===== config.mk =====
export PLATFORM = sky130hd
export DESIGN_NAME = fifo_n_guarded
export DESIGN_NICKNAME = d
export VERILOG_FILES = /design/src/rtl/fifo_n_guarded.sv
export SDC_FILE = /design/constraint.sdc
export NUM_CORES = 1
export LEC_CHECK = 0
export BUFFER_PORTS_ARGS = -buffer_cell sky130_fd_sc_hd__buf_2
export CAP_MARGIN = 15
export CORE_MARGIN = 2
export CORE_UTILIZATION = 55
export CTS_CLUSTER_SIZE = 40
export DETAILED_ROUTE_END_ITERATION = 10
export MAX_ROUTING_LAYER = met4
export PLACE_DENSITY = 0.8
export SYNTH_ARGS = -nofsm -noshare
export SYNTH_HDL_FRONTEND = slang
export SYNTH_SLANG_ARGS = --single-unit
export TNS_END_PERCENT = 100

===== constraint.sdc =====
create_clock -name CLK -period 4.5 [get_ports CLK]
set_input_delay 1.35 -clock CLK [delete_from_list [all_inputs] [get_ports CLK]]
set_output_delay 1.35 -clock CLK [all_outputs]
set_load 0.02 [all_outputs]

===== src/rtl/fifo_n_guarded.sv =====
// fifo_n_guarded: parametrised guarded-method FIFO with a DEPTH-entry circular
// buffer and enq/deq/first methods guarded by __RDY/__ENA handshakes.
//
// Optional feature macro: FIFO_N_PIPELINE_EN
//   When defined, a full FIFO still accepts an enq while deq__ENA is high in
//   the same cycle. The new payload lands in the slot being vacated. This adds
//   a combinational path from deq__ENA to enq__RDY.
//   When undefined, enq__RDY depends on registered state only.
//
// Parameters:
//   WIDTH  payload width in bits, >= 1
//   DEPTH  number of entries, power of two, >= 2
//
// Ports:
//   CLK         clock, rising edge
//   nRST        synchronous active-low reset
//   enq__RDY    enq may fire this cycle
//   enq__ENA    enq fires (ignored while enq__RDY=0)
//   enq_v       enq payload
//   deq__RDY    deq may fire this cycle
//   deq__ENA    deq fires (ignored while deq__RDY=0)
//   first__RDY  head entry is valid
//   first       head entry payload, 0 when empty
//   count       occupancy, 0..DEPTH
module fifo_n_guarded #(
  parameter int unsigned WIDTH = 32,
  parameter int unsigned DEPTH = 4,
  localparam int unsigned AW = $clog2(DEPTH),
  localparam int unsigned CW = AW + 1
) (
  input  logic             CLK,
  input  logic             nRST,
  output logic             enq__RDY,
  input  logic             enq__ENA,
  input  logic [WIDTH-1:0] enq_v,
  output logic             deq__RDY,
  input  logic             deq__ENA,
  output logic             first__RDY,
  output logic [WIDTH-1:0] first,
  output logic [CW-1:0]    count
);

  localparam logic [CW-1:0] CNT_FULL = CW'(DEPTH);
  localparam logic [CW-1:0] CNT_ONE  = CW'(1);
  localparam logic [AW-1:0] PTR_ONE  = AW'(1);

  // Storage (not reset) and control state.
  logic [WIDTH-1:0] mem_q [DEPTH];
  logic [WIDTH-1:0] mem_d [DEPTH];
  logic [AW-1:0]    wr_ptr_q, wr_ptr_d;
  logic [AW-1:0]    rd_ptr_q, rd_ptr_d;
  logic [CW-1:0]    cnt_q,    cnt_d;

  logic not_empty;
  logic not_full;
  logic enq_rdy;
  logic enq_fire;
  logic deq_fire;

  // Guards derived from registered occupancy.
  assign not_empty = (cnt_q != '0);
  assign not_full  = (cnt_q != CNT_FULL);

`ifdef FIFO_N_PIPELINE_EN
  // A deq in the same cycle frees the head slot, so a full FIFO can take one more.
  assign enq_rdy = not_full | deq__ENA;
`else
  assign enq_rdy = not_full;
`endif

  assign enq_fire = enq__ENA & enq_rdy;
  assign deq_fire = deq__ENA & not_empty;

  // Method outputs.
  assign enq__RDY   = enq_rdy;
  assign deq__RDY   = not_empty;
  assign first__RDY = not_empty;
  assign first      = not_empty ? mem_q[rd_ptr_q] : '0;
  assign count      = cnt_q;

  // Next-state for storage: write the tail slot on enq.
  always_comb begin
    for (int i = 0; i < int'(DEPTH); i++) begin
      mem_d[i] = mem_q[i];
    end
    if (enq_fire) begin
      mem_d[wr_ptr_q] = enq_v;
    end
  end

  // Next-state for pointers and occupancy; full vs empty is told apart by cnt only.
  always_comb begin
    wr_ptr_d = wr_ptr_q;
    rd_ptr_d = rd_ptr_q;
    cnt_d    = cnt_q;
    if (enq_fire) begin
      wr_ptr_d = wr_ptr_q + PTR_ONE;
    end
    if (deq_fire) begin
      rd_ptr_d = rd_ptr_q + PTR_ONE;
    end
    unique case ({enq_fire, deq_fire})
      2'b10:   cnt_d = cnt_q + CNT_ONE;
      2'b01:   cnt_d = cnt_q - CNT_ONE;
      default: cnt_d = cnt_q;
    endcase
  end

  // Storage array has no reset.
  always_ff @(posedge CLK) begin
    for (int i = 0; i < int'(DEPTH); i++) begin
      mem_q[i] <= mem_d[i];
    end
  end

  // Control state, synchronous active-low reset takes priority over any ENA.
  always_ff @(posedge CLK) begin
    if (!nRST) begin
      wr_ptr_q <= '0;
      rd_ptr_q <= '0;
      cnt_q    <= '0;
    end else begin
      wr_ptr_q <= wr_ptr_d;
      rd_ptr_q <= rd_ptr_d;
      cnt_q    <= cnt_d;
    end
  end

endmodule


==> metrics.md, run 1 <==
| Metric | Value |
|---|---|
| Crit path time final | `~3.8 ns` |
| # IOs | `74` |
| Final Hold Viols | `0` |
| WP data arrival | `2.41 ns` |
| Syn avg cell area | `about 21 um2` |
| Sequential power share | `between 30% and 40%` |
| Pint | `~0.0029 W` |
| Register bit total from synthesis | `137` |
| Fillcell total | `650` |
| Fraction of registers with async set or reset after synthesis | `0%` |
| Max-cap violations | `0` |
| Final Util | `around 67%` |
| Hold Slack | `0.4965 ns` |
| Pre-antenna DRT Iters | `4` |
| HPWL after DPL | `around 5400 um` |
| Tightest Pin Transition | `approximately 0.9 ns` |
| R2r startpoint | `count[2]$_SDFFE_PN0P_` |
| Tot GR Track Use | `between 10% and 20%` |
| Crit path cell chain | `buf_4, mux4_2, nor2b_1, buf_2` |
| Port bufs | `between 70 and 80` |
| Critical hold path startpoint | `rd_ptr_q[0]$_SDFFE_PN0P_` |
| Cts hold-fix bufs | `0` |
| Clock latency on the worst-skew pair | `between 0.5 and 0.6 ns` |
| Vias in the first global route | `about 2700` |
| Syn_nets | `300` |
| TritonCTS clock tree | `done` |
| Area share of the leading cell type in the synthesized netlist | `a little over two thirds` |
| Dpl cells | `456` |
| Worst setup SP type | `flop` |
| Final Non-Filler Cells | `roughly 500` |
| Root buf cell | `clkbuf_8` |
| Setup violations, final | `0` |
| Met3 usage in global routing | `about 7.4%` |
| Post-CTS sizing | `0` |
| Worst-path clk slew | `approximately 0.060 ns` |
| CP max stage delay | `around 0.72 ns` |
| R2R depth | `9` |
| Ys Warns | `0` |
| GR Util met2 | `between 20% and 30%` |
| Syn Inst Count | `roughly 260` |
| Slew Viols, Final | `0` |
| Worst Hold Class | `flop to flop` |
| Final Cycle Share | `between 80% and 90%` |
| Worst path required time | `between 3 and 4 ns` |
| CP Capture Type | `output pin` |
| Initial Utilization | `between 50 and 60%` |
| Area of the mapped netlist | `roughly 5400 um2` |
| CTS max path bufs | `2` |
| Global-route wire length before repair | `~15000 um` |
| Ys flop type | `edfxtp_1` |
| CP Max Fanout | `18` |
| Headroom to the max-slew limit | `between 40% and 50%` |
| Setup TNS | `0 ns` |
| Gate power share | `a little under a third` |
| Max Fclk | `around 270 MHz` |
| Post-synth EDFFs | `between 100 and 150` |
| Min-Delay Path Depth | `2` |
| CTS Buf Count | `17` |
| Routed WL | `a little over 9000 um` |
| Core area | `9684 um2` |
| Largest area contributor in the netlist | `edfxtp_1` |
| Initial antenna violation count | `1` |
| Pin count of the biggest net entering global routing | `33` |
| RR Endpoint | `count[2]$_SDFFE_PN0P_` |
| Area Overhead vs Synth | `18.58%` |
| Clock Skew | `approximately 0.0073 ns` |
| GR peak layer | `met2` |
| CTS H-tree lvls | `4` |
| Clock Power Share | `30.4%` |
| Synth cell types | `27` |
| Setup Slack @ Placement | `1.207 ns` |
| Chip width | `a little over 100 um` |
| Num rows | `36` |
| Pwr dens | `about 650 nW/um2` |
| Drt wl/cell | `around 19 um` |
| DR vias | `approximately 2600` |
| CP max-delay cell | `dfxtp_2` |
| Worst Slack Setup Final | `0.7445 ns` |
| Layout cell share with drive strength beyond 1 | `about 44%` |
| CTS sink count | `around 140` |
| Height of the chip | `103.5 um` |
| Gr ovfl total | `0` |
| RSZ-0062 raised after global routing | `false` |
| Top cells by area, synth | `edfxtp_1 (71%), mux4_2 (13%), dfxtp_1 (3.3%)` |
| Maximum vdd drop | `between 0.4 and 0.5 mV` |
| Count leader, synth | `edfxtp_1` |
| Final ANT Viol Nets | `0` |
| Most common library cells after synthesis | `edfxtp_1 (128), mux4_2 (32), nor2b_1 (23)` |
| Lkg Pwr | `2.270 nW` |
| Die area | `between 10000 and 15000 um2` |
| Outcome | `completed` |
| DRC viols | `0` |
| Met1 usage | `around a quarter` |
| Net Sw Frac | `a little under a third` |
| Reg-to-reg slack, setup | `about 2.2 ns` |
| GP Congestion | `0.7195` |
| Net Sw Power | `between 0.001 and 0.0015 W` |
| Final #Nets | `between 300 and 400` |
| Crit path kind | `flop to output pin` |
| Setup fix buffers added after clock tree synthesis | `0` |
| Post-synthesis sequential area ratio | `73.86%` |
| Via-per-instance ratio | `about 5.3` |
| Initial DRC Count | `approximately 140` |
-- registers in the layout, summed over array words and instances, names as in the netlist, named ones only --
name,count
count,3
mem_q,128
rd_ptr_q,2
wr_ptr_q,2
-- cell families after synthesis --
kind of cell / after synthesis / synth area share [%]
and+or+nand+nor: 52 / 7.097
xor gates and xnor gates: 2 / 0.3216
adders and majority gates: 6 / 1.516
buffers and inverters: 19 / 2.664
AOI/OAI and AO/OA: 8 / 0.9415
DFF: 137 / 73.86
muxes: 34 / 13.60
-- worst max-delay path, delay by kind of cell (launching register included) --
kind,cells,cell delay (ns)
and+or+nand+nor,1,0.14
DFF,1,0.72
muxes,1,0.52
buffers and inverters,2,0.50
-- layout make-up --
type | count | area (um2) | share of cell area [%]
sequential | 137 | 4026 | 62.33
timing repair buffer | 77 | 395.4 | 6.120
multi-input combinational | 102 | 1290 | 19.97
inverter | 7 | 26.28 | 0.4067
clock buffer | 20 | 425.4 | 6.585
clock inverter | 12 | 127.6 | 1.976
antenna | 1 | 2.502 | 0.03874
tap | 133 | 166.4 | 2.576
-- power groups by stage --
| stage | combinational [W] | clock [W] | sequential, W |
|---|---|---|---|
| 3_5_place_dp | 0.00129 | 0 | 0.00167 |
| 6_report | 0.00128 | 0.00128 | 0.00164 |
| 2_1_floorplan | 0.00103 | 0 | 0.00162 |
| 5_1_grt | 0.00137 | 0.00135 | 0.00166 |
| 4_1_cts | 0.00129 | 0.00129 | 0.00165 |
| 3_3_place_gp | 0.00127 | 0 | 0.00167 |
-- metrics by stage --
step / total power (W) / instance area, um2
final: 0.004195 / 6460
after global routing: 0.004380 / 6460
after CTS: 0.004237 / 6457
after detailed placement: 0.002959 / 5904
after global placement: 0.002940 / 5904
after floorplan: 0.002641 / 5448
-- layer usage --
layer / vias to the layer above / wire length, um / part of all wire [%]
met5: - / 0 / 0
met1: 1325 / 3886 / 42
met2: 80 / 4819 / 52
li1: 1188 / - / -
met4: 0 / 108 / 1.2
met3: 9 / 536 / 5.7
-- worst max-delay path by stage --
stage	start	end	slack [ns]	cells past startpoint
2_1_floorplan	enq__ENA	mem_q[0][0]$_DFFE_PP_	1.66	2
3_5_place_dp	flop	first[14]	1.21	4
4_1_cts	flop	first[14]	0.65	4
5_1_grt	flop	first[0]	0.55	4
3_3_place_gp	flop	first[0]	1.22	4
6_report	flop	first[14]	0.74	4
-- placed cells by master (no fill, tap or decap), drive strengths merged --
cell,n
nand4bb,1
inv,7
buf,77
mux2i,2
edfxtp,128
bufinv,2
and2,6
xnor2,1
or3,2
mux4,32
dfxtp,9
nand2,8
clkbuf,20
nor3,1
xor2,1
diode,1
clkinv,6
ha,5
nor2b,33
clkinvlp,4
a21boi,3
o21ai,5
nor2,1
fa,1
Power figures use the tool's default switching activity.
==> inputs of run 2 (changes only) <==
--- a/config.mk
+++ b/config.mk
@@ -5,14 +5,15 @@
 export SDC_FILE = /design/constraint.sdc
 export NUM_CORES = 1
 export LEC_CHECK = 0
+export ABC_AREA = 1
 export BUFFER_PORTS_ARGS = -buffer_cell sky130_fd_sc_hd__buf_2
 export CAP_MARGIN = 15
 export CORE_MARGIN = 2
-export CORE_UTILIZATION = 55
+export CORE_UTILIZATION = 51
 export CTS_CLUSTER_SIZE = 40
 export DETAILED_ROUTE_END_ITERATION = 10
 export MAX_ROUTING_LAYER = met4
-export PLACE_DENSITY = 0.8
+export PLACE_DENSITY = 0.78
 export SYNTH_ARGS = -nofsm -noshare
 export SYNTH_HDL_FRONTEND = slang
 export SYNTH_SLANG_ARGS = --single-unit
==> constraint.sdc (replaced) <==
create_clock -name CLK -period 3.41 [get_ports CLK]
set_input_delay 1.023 -clock CLK [delete_from_list [all_inputs] [get_ports CLK]]
set_output_delay 1.023 -clock CLK [all_outputs]
set_load 0.02 [all_outputs]
==> metrics.md, run 2 <==
| Metric | Value |
|---|---|
| Outcome | `completed (unchanged)` |
| Maximum vdd drop | `0.5021 mV (was 0.4025 mV)` |
| CTS H-tree lvls | `4 (unchanged)` |
| Min-Delay Path Depth | `2 (unchanged)` |
| Dpl cells | `643 (was 456)` |
| Ys Warns | `0 (unchanged)` |
| Max FFs per register | `128 (unchanged)` |
| Cts hold-fix bufs | `0 (unchanged)` |
| Clock latency on the worst-skew pair | `0.51 ns (about the same)` |
| HPWL after DPL | `6216 um (was 5383 um)` |
| Post-CTS sizing | `0 (unchanged)` |
| Syn Inst Count | `447 (was 258)` |
| Commonest non-fill, non-tap cell in the layout | `nor2_1 (was edfxtp_1)` |
| Power Total | `0.005498 W (was 0.004195 W)` |
| Worst Hold Class | `flop to flop (unchanged)` |
| Post-synth EDFFs | `128 (unchanged)` |
| Vias in the first global route | `3513 (was 2696)` |
| Placed inst area | `5956 um2 (was 5904 um2)` |
| Gr ovfl total | `0 (unchanged)` |
| CTS sink count | `137 (unchanged)` |
| Via-per-instance ratio | `5.359 (was 5.321)` |
| Largest area contributor in the netlist | `edfxtp_1 (unchanged)` |
| Setup violations, final | `0 (unchanged)` |
| Crit path time final | `around 3.2 ns` |
| RSZ-0062 raised after global routing | `false (unchanged)` |
| Port bufs | `73 (unchanged)` |
| Top cells by area, synth | `edfxtp_1 (71%), nor2_1 (9.5%), o21ai_1 (3.9%) (was edfxtp_1 (71%), mux4_2 (13%), dfxtp_1 (3.3%))` |
| R2r startpoint | `count[1]$_SDFFE_PN0P_ (was count[2]$_SDFFE_PN0P_)` |
| Num rows | `37 (was 36)` |
| Headroom to the max-slew limit | `55.13% (was 40.87%)` |
| Pwr dens | `843.0 nW/um2 (was 649.5 nW/um2)` |
| DR vias | `3623 (was 2602)` |
| Max-cap violations | `0 (unchanged)` |
| Die area | `11530 um2 (was 10720 um2)` |
| CP Capture Type | `output pin (unchanged)` |
| Count leader, synth | `nor2_1 (was edfxtp_1)` |
| Slew Viols, Final | `0 (unchanged)` |
| Initial Utilization | `52.55% (was 56.25%)` |
| R2R depth | `12 (was 9)` |
| Final Instance Area | `6523 um2 (was 6460 um2)` |
| Area share of the leading cell type in the synthesized netlist | `70.54% (was 70.56%)` |
| Worst path required time | `2.39 ns (was 3.15 ns)` |
| Area Overhead vs Synth | `19.70% (was 18.58%)` |
| Global-route wire length before repair | `17420 um (was 14560 um)` |
| Ys flop type | `edfxtp_1 (unchanged)` |
| Worst setup SP type | `flop (unchanged)` |
| Drt wl/cell | `16.63 um (was 19.12 um)` |
| Synth cell types | `16 (was 27)` |
| Syn_nets | `489 (was 300)` |
| CP Max Fanout | `64 (was 18)` |
| Initial antenna violation count | `1 (unchanged)` |
| Final Non-Filler Cells | `676 (was 489)` |
| Layout cell share with drive strength beyond 1 | `22.45% (was 44.23%)` |
| Lkg Pwr | `2.447 nW (was 2.270 nW)` |
| Most frequent cells in the layout | `nor2_1 (134), edfxtp_1 (128), buf_2 (73), o21ai_1 (42), a21oi_1 (37) (was edfxtp_1 (128), buf_2 (73), mux4_2 (32), nor2b_1 (23), clkbuf_16 (16))` |
| Root buf cell | `clkbuf_8 (unchanged)` |
| Chip width | `107.4 um (was 103.5 um)` |
| Clock Skew | `0.007169 ns (was 0.007337 ns)` |
| Final Cycle Share | `between 90 and 100%` |
| DRC viols | `0 (unchanged)` |
| Max Fclk | `313.6 MHz` |
| Area of the mapped netlist | `5449 um2 (was 5448 um2)` |
| # IOs | `74 (unchanged)` |
| Initial DRC Count | `238 (was 137)` |
| Routed WL | `11250 um (was 9351 um)` |
| Height of the chip | `107.4 um (was 103.5 um)` |
| Pre-antenna DRT Iters | `4 (unchanged)` |
| Hold Slack | `0.4891 ns (was 0.4965 ns)` |
| Setup fix buffers added after clock tree synthesis | `0 (unchanged)` |
| Core area | `10370 um2 (was 9684 um2)` |
| Worst-path clk slew | `0.06 ns (about the same)` |
| Top reg by flops | `mem_q (unchanged)` |
| Crit path kind | `flop to output pin (unchanged)` |
| Final ANT Viol Nets | `0 (unchanged)` |
| CTS Buf Count | `17 (unchanged)` |
| Tightest Pin Transition | `0.6730 ns (was 0.8870 ns)` |
| Fraction of registers with async set or reset after synthesis | `0% (unchanged)` |
| Most common library cells after synthesis | `nor2_1 (138), edfxtp_1 (128), o21ai_1 (42) (was edfxtp_1 (128), mux4_2 (32), nor2b_1 (23))` |
| Final #Nets | `568 (was 384)` |
| Fillcell total | `784 (was 650)` |
| Critical hold path startpoint | `rd_ptr_q[1]$_SDFFE_PN0P_ (was rd_ptr_q[0]$_SDFFE_PN0P_)` |
| Pin count of the biggest net entering global routing | `65 (was 33)` |
| CTS max path bufs | `2 (unchanged)` |
| Syn avg cell area | `12.19 um2 (was 21.12 um2)` |
| TritonCTS clock tree | `done (unchanged)` |
| WP data arrival | `2.17 ns (was 2.41 ns)` |
| Setup TNS | `0 ns (unchanged)` |
| Post-synthesis sequential area ratio | `73.85% (was 73.86%)` |
| Register bit total from synthesis | `137 (unchanged)` |
| GP Congestion | `0.7263 (was 0.7195)` |
| Final Hold Viols | `0 (unchanged)` |
| Tot GR Track Use | `20.97% (was 19.09%)` |
## run 2: metrics by stage
step | worst slack, ns | utilization (%)
final | 0.2216 | 62.90
after global routing | 0.08301 | 62.90
after CTS | 0.2080 | 62.87
after detailed placement | 0.7532 | 57.43
after global placement | 0.8307 | 57.43
after floorplan | 0.4515 | -
## run 2: final timing paths
check,to,slack [ns]
worst max register to register,count[2]$_SDFFE_PN0P_,1.23
worst max-delay path,first[12],0.22
worst min register to register,flop,0.49
worst min-delay path,flop,0.49
## run 2: final cells by class
class	count	area [um2]	share of cell area, %
clock buffers	18	417.9	6.407
inverters	19	71.32	1.093
well taps	136	170.2	2.609
repair buffers	84	460.4	7.059
flip-flops and latches	137	4026	61.73
multi-input cells	267	1227	18.82
clock inverters	14	146.4	2.244
diodes	1	2.502	0.03837
## run 2: report_power, final
group / internal (W) / leakage [nW] / total (W) / switching (W)
clock: 0.00104 / 0.273 / 0.00173 / 0.000686
combinational: 0.000504 / 0.924 / 0.00171 / 0.00121
sequential: 0.00200 / 1.25 / 0.00206 / 0.0000521
total: 0.00355 / 2.45 / 0.00550 / 0.00195
## run 2: metal layers
metal	share of wire [%]	wire (um)	vias up	global-route usage (%)
li1	-	-	1720	-
met1	41	4625	1750	25.36
met2	51	5703	139	34.58
met3	7.2	811	14	6.598
met4	0.93	105	0	5.403
met5	0	0	-	-
## run 2: logic make-up (layout without fill, tap and decap cells)
kind of cell,Yosys count,count (layout),synth area share [%]
AOI/OAI and AO/OA,103,103,9.460
other,0,1,0
DFF,137,137,73.85
buffers and inverters,43,135,4.179
and+or+nand+nor,158,158,11.00
adders and majority gates,6,6,1.516
## run 2: worst max-delay path, cell delays in order (launching register included)
cell and delay, ns:
dfxtp_2 0.33, buf_4 0.54, nor2_1 0.10, nor2_1 0.14
o21ai_1 0.10, a21oi_1 0.22, buf_2 0.20
==> inputs of run 3 (changes only) <==
--- a/config.mk
+++ b/config.mk
@@ -6,6 +6,7 @@
 export NUM_CORES = 1
 export LEC_CHECK = 0
 export ABC_AREA = 1
+export ABC_CLOCK_PERIOD_IN_PS = 3410
 export BUFFER_PORTS_ARGS = -buffer_cell sky130_fd_sc_hd__buf_2
 export CAP_MARGIN = 15
 export CORE_MARGIN = 2
@@ -13,7 +14,7 @@
 export CTS_CLUSTER_SIZE = 40
 export DETAILED_ROUTE_END_ITERATION = 10
 export MAX_ROUTING_LAYER = met4
-export PLACE_DENSITY = 0.78
+export PLACE_DENSITY = 0.75
 export SYNTH_ARGS = -nofsm -noshare
 export SYNTH_HDL_FRONTEND = slang
 export SYNTH_SLANG_ARGS = --single-unit
==> metrics.md, run 3 (synthesis results as in run 2) <==
| Metric | Value |
|---|---|
| Worst path required time | `2.39 ns (about the same)` |
| GP Congestion | `0.7321 (was 0.7263)` |
| Setup fix buffers added after clock tree synthesis | `0 (unchanged)` |
| HPWL after DPL | `6381 um (was 6216 um)` |
| Height of the chip | `107.4 um (unchanged)` |
| CTS sink count | `137 (unchanged)` |
| Die area | `11530 um2 (unchanged)` |
| Vias in the first global route | `3631 (was 3513)` |
| Cell family with most CP delay | `buffers and inverters (unchanged)` |
| Number of diodes | `0 (was 1)` |
| CP max stage delay | `0.61 ns (was 0.54 ns)` |
| Max-cap violations | `0 (unchanged)` |
| Top reg by flops | `mem_q (unchanged)` |
| Reg-to-reg slack, setup | `1.24 ns (was 1.23 ns)` |
| Worst-path clk slew | `0.06 ns (about the same)` |
| Commonest non-fill, non-tap cell in the layout | `nor2_1 (unchanged)` |
| Routed WL | `10770 um (was 11250 um)` |
| TritonCTS clock tree | `done (unchanged)` |
| Global-route wire length before repair | `17410 um (was 17420 um)` |
| Gr ovfl total | `0 (unchanged)` |
| Root buf cell | `clkbuf_8 (unchanged)` |
| Port bufs | `73 (unchanged)` |
| CTS Buf Count | `17 (unchanged)` |
| Clock Skew | `0.02286 ns (was 0.007169 ns)` |
| Tightest Pin Transition | `0.6399 ns (was 0.6730 ns)` |
| DR vias | `3542 (was 3623)` |
| Max FFs per register | `128 (unchanged)` |
| Hold Slack | `0.5032 ns (was 0.4891 ns)` |
| Core area | `10370 um2 (unchanged)` |
| Final #Nets | `567 (was 568)` |
| Initial antenna violation count | `0 (was 1)` |
| Chip width | `107.4 um (unchanged)` |
| CP max-delay cell | `dfxtp_2 (was buf_4)` |
| CP Max Fanout | `46 (was 64)` |
| Outcome | `completed (unchanged)` |
| Fillcell total | `788 (was 784)` |
| DRC viols | `0 (unchanged)` |
| Final Hold Viols | `0 (unchanged)` |
| Setup violations, final | `0 (unchanged)` |
| Tot GR Track Use | `20.75% (was 20.97%)` |
| Final Cycle Share | `94.14% (was 93.50%)` |
| CP Capture Type | `output pin (unchanged)` |
| Crit path kind | `flop to output pin (unchanged)` |
| Layout cell share with drive strength beyond 1 | `22.12% (was 22.45%)` |
| Pin count of the biggest net entering global routing | `47 (was 65)` |
| Num rows | `37 (unchanged)` |
| Worst setup SP type | `flop (unchanged)` |
| Slew Viols, Final | `0 (unchanged)` |
| CP Buf/Inv Count | `3 (was 2)` |
| Drt wl/cell | `15.98 um (was 16.63 um)` |
| Initial DRC Count | `212 (was 238)` |
| Headroom to the max-slew limit | `57.29% (was 55.13%)` |
| Pre-antenna DRT Iters | `5 (was 4)` |
| RSZ-0062 raised after global routing | `false (unchanged)` |
| CTS max path bufs | `2 (unchanged)` |
| CTS H-tree lvls | `4 (unchanged)` |
| Maximum vdd drop | `0.5421 mV (was 0.5021 mV)` |
| Setup TNS | `0 ns (unchanged)` |
| Crit path time final | `3.210 ns (was 3.188 ns)` |
| # IOs | `74 (unchanged)` |
| Crit path cell chain | `inv_2, buf_12, o21ai_0, a21oi_1, buf_2 (was buf_4, nor2_1, nor2_1, o21ai_1, a21oi_1, buf_2)` |
| Post-CTS sizing | `0 (unchanged)` |
| Initial Utilization | `52.55% (unchanged)` |
| Worst Hold Class | `flop to flop (unchanged)` |
| Lkg Pwr | `2.445 nW (was 2.447 nW)` |
| Most frequent cells in the layout | `nor2_1 (134), edfxtp_1 (128), buf_2 (73), o21ai_1 (42), a21oi_1 (37) (unchanged)` |
| Cts hold-fix bufs | `0 (unchanged)` |
| WP data arrival | `2.19 ns (was 2.17 ns)` |
| Area Overhead vs Synth | `20.21% (was 19.70%)` |
| Via-per-instance ratio | `5.255 (was 5.359)` |
| Max Fclk | `311.5 MHz (was 313.6 MHz)` |
| Final ANT Viol Nets | `0 (unchanged)` |
| Pwr dens | `832.6 nW/um2 (was 843.0 nW/um2)` |
| Clock latency on the worst-skew pair | `0.52 ns (was 0.51 ns)` |
run 3: final cells by class:
| cell class | instances | area [um2] | share of cell area (%) |
|---|---|---|---|
| Clock inverter | 15 | 143.9 | 2.197 |
| Multi-Input combinational cell | 267 | 1227 | 18.74 |
| Timing Repair Buffer | 83 | 498.0 | 7.603 |
| Clock buffer | 17 | 414.1 | 6.323 |
| Tap cell | 136 | 170.2 | 2.598 |
| Inverter | 19 | 71.32 | 1.089 |
| Sequential cell | 137 | 4025 | 61.45 |
run 3: path summary, 6_finish.rpt:
path / endpoint / cells after the start / start
max: first[22] / 5 / flop
min: wr_ptr_q[1]$_SDFFE_PN0P_ / 2 / wr_ptr_q[1]$_SDFFE_PN0P_
max reg2reg: count[2]$_SDFFE_PN0P_ / 12 / count[0]$_SDFFE_PN0P_
min reg2reg: wr_ptr_q[1]$_SDFFE_PN0P_ / 2 / wr_ptr_q[1]$_SDFFE_PN0P_
run 3: stage by stage:
step / total power, W / cell area [um2] / setup WS (ns) / instances / util (%)
final: 0.005453 / 6550 / 0.2000 / 674 / 63.16
after global routing: 0.005727 / 6550 / 0.003111 / 674 / 63.16
after CTS: 0.005481 / 6535 / 0.08984 / 673 / 63.02
after detailed placement: 0.003795 / 5977 / 0.7051 / 641 / 57.64
after global placement: 0.003749 / 5977 / 0.7707 / 641 / 57.64
after floorplan: 0.003266 / 5449 / 0.4515 / 447 / -
run 3: layer usage:
metal  routed length [um]  GRT usage (%)  vias to the layer above
li1                     -              -                     1720
met1                 4777          25.80                     1675
met2                 5192          32.55                      135
met3                  646          5.387                       12
met4                  153          8.974                        0
met5                    0              -                        -
run 3: power by group:
part	internal [W]	total [W]	switching (W)
clock	0.000980	0.00168	0.000705
combinational	0.000512	0.00169	0.00118
sequential	0.00200	0.00208	0.0000740
run 3: worst min-delay path: cells and delay by family, from the launching register on:
kind             cells  cell delay [ns]
flip-flops           1             0.34
AO/OA/AOI/OAI        1             0.05
AND/OR/NAND/NOR      1             0.07
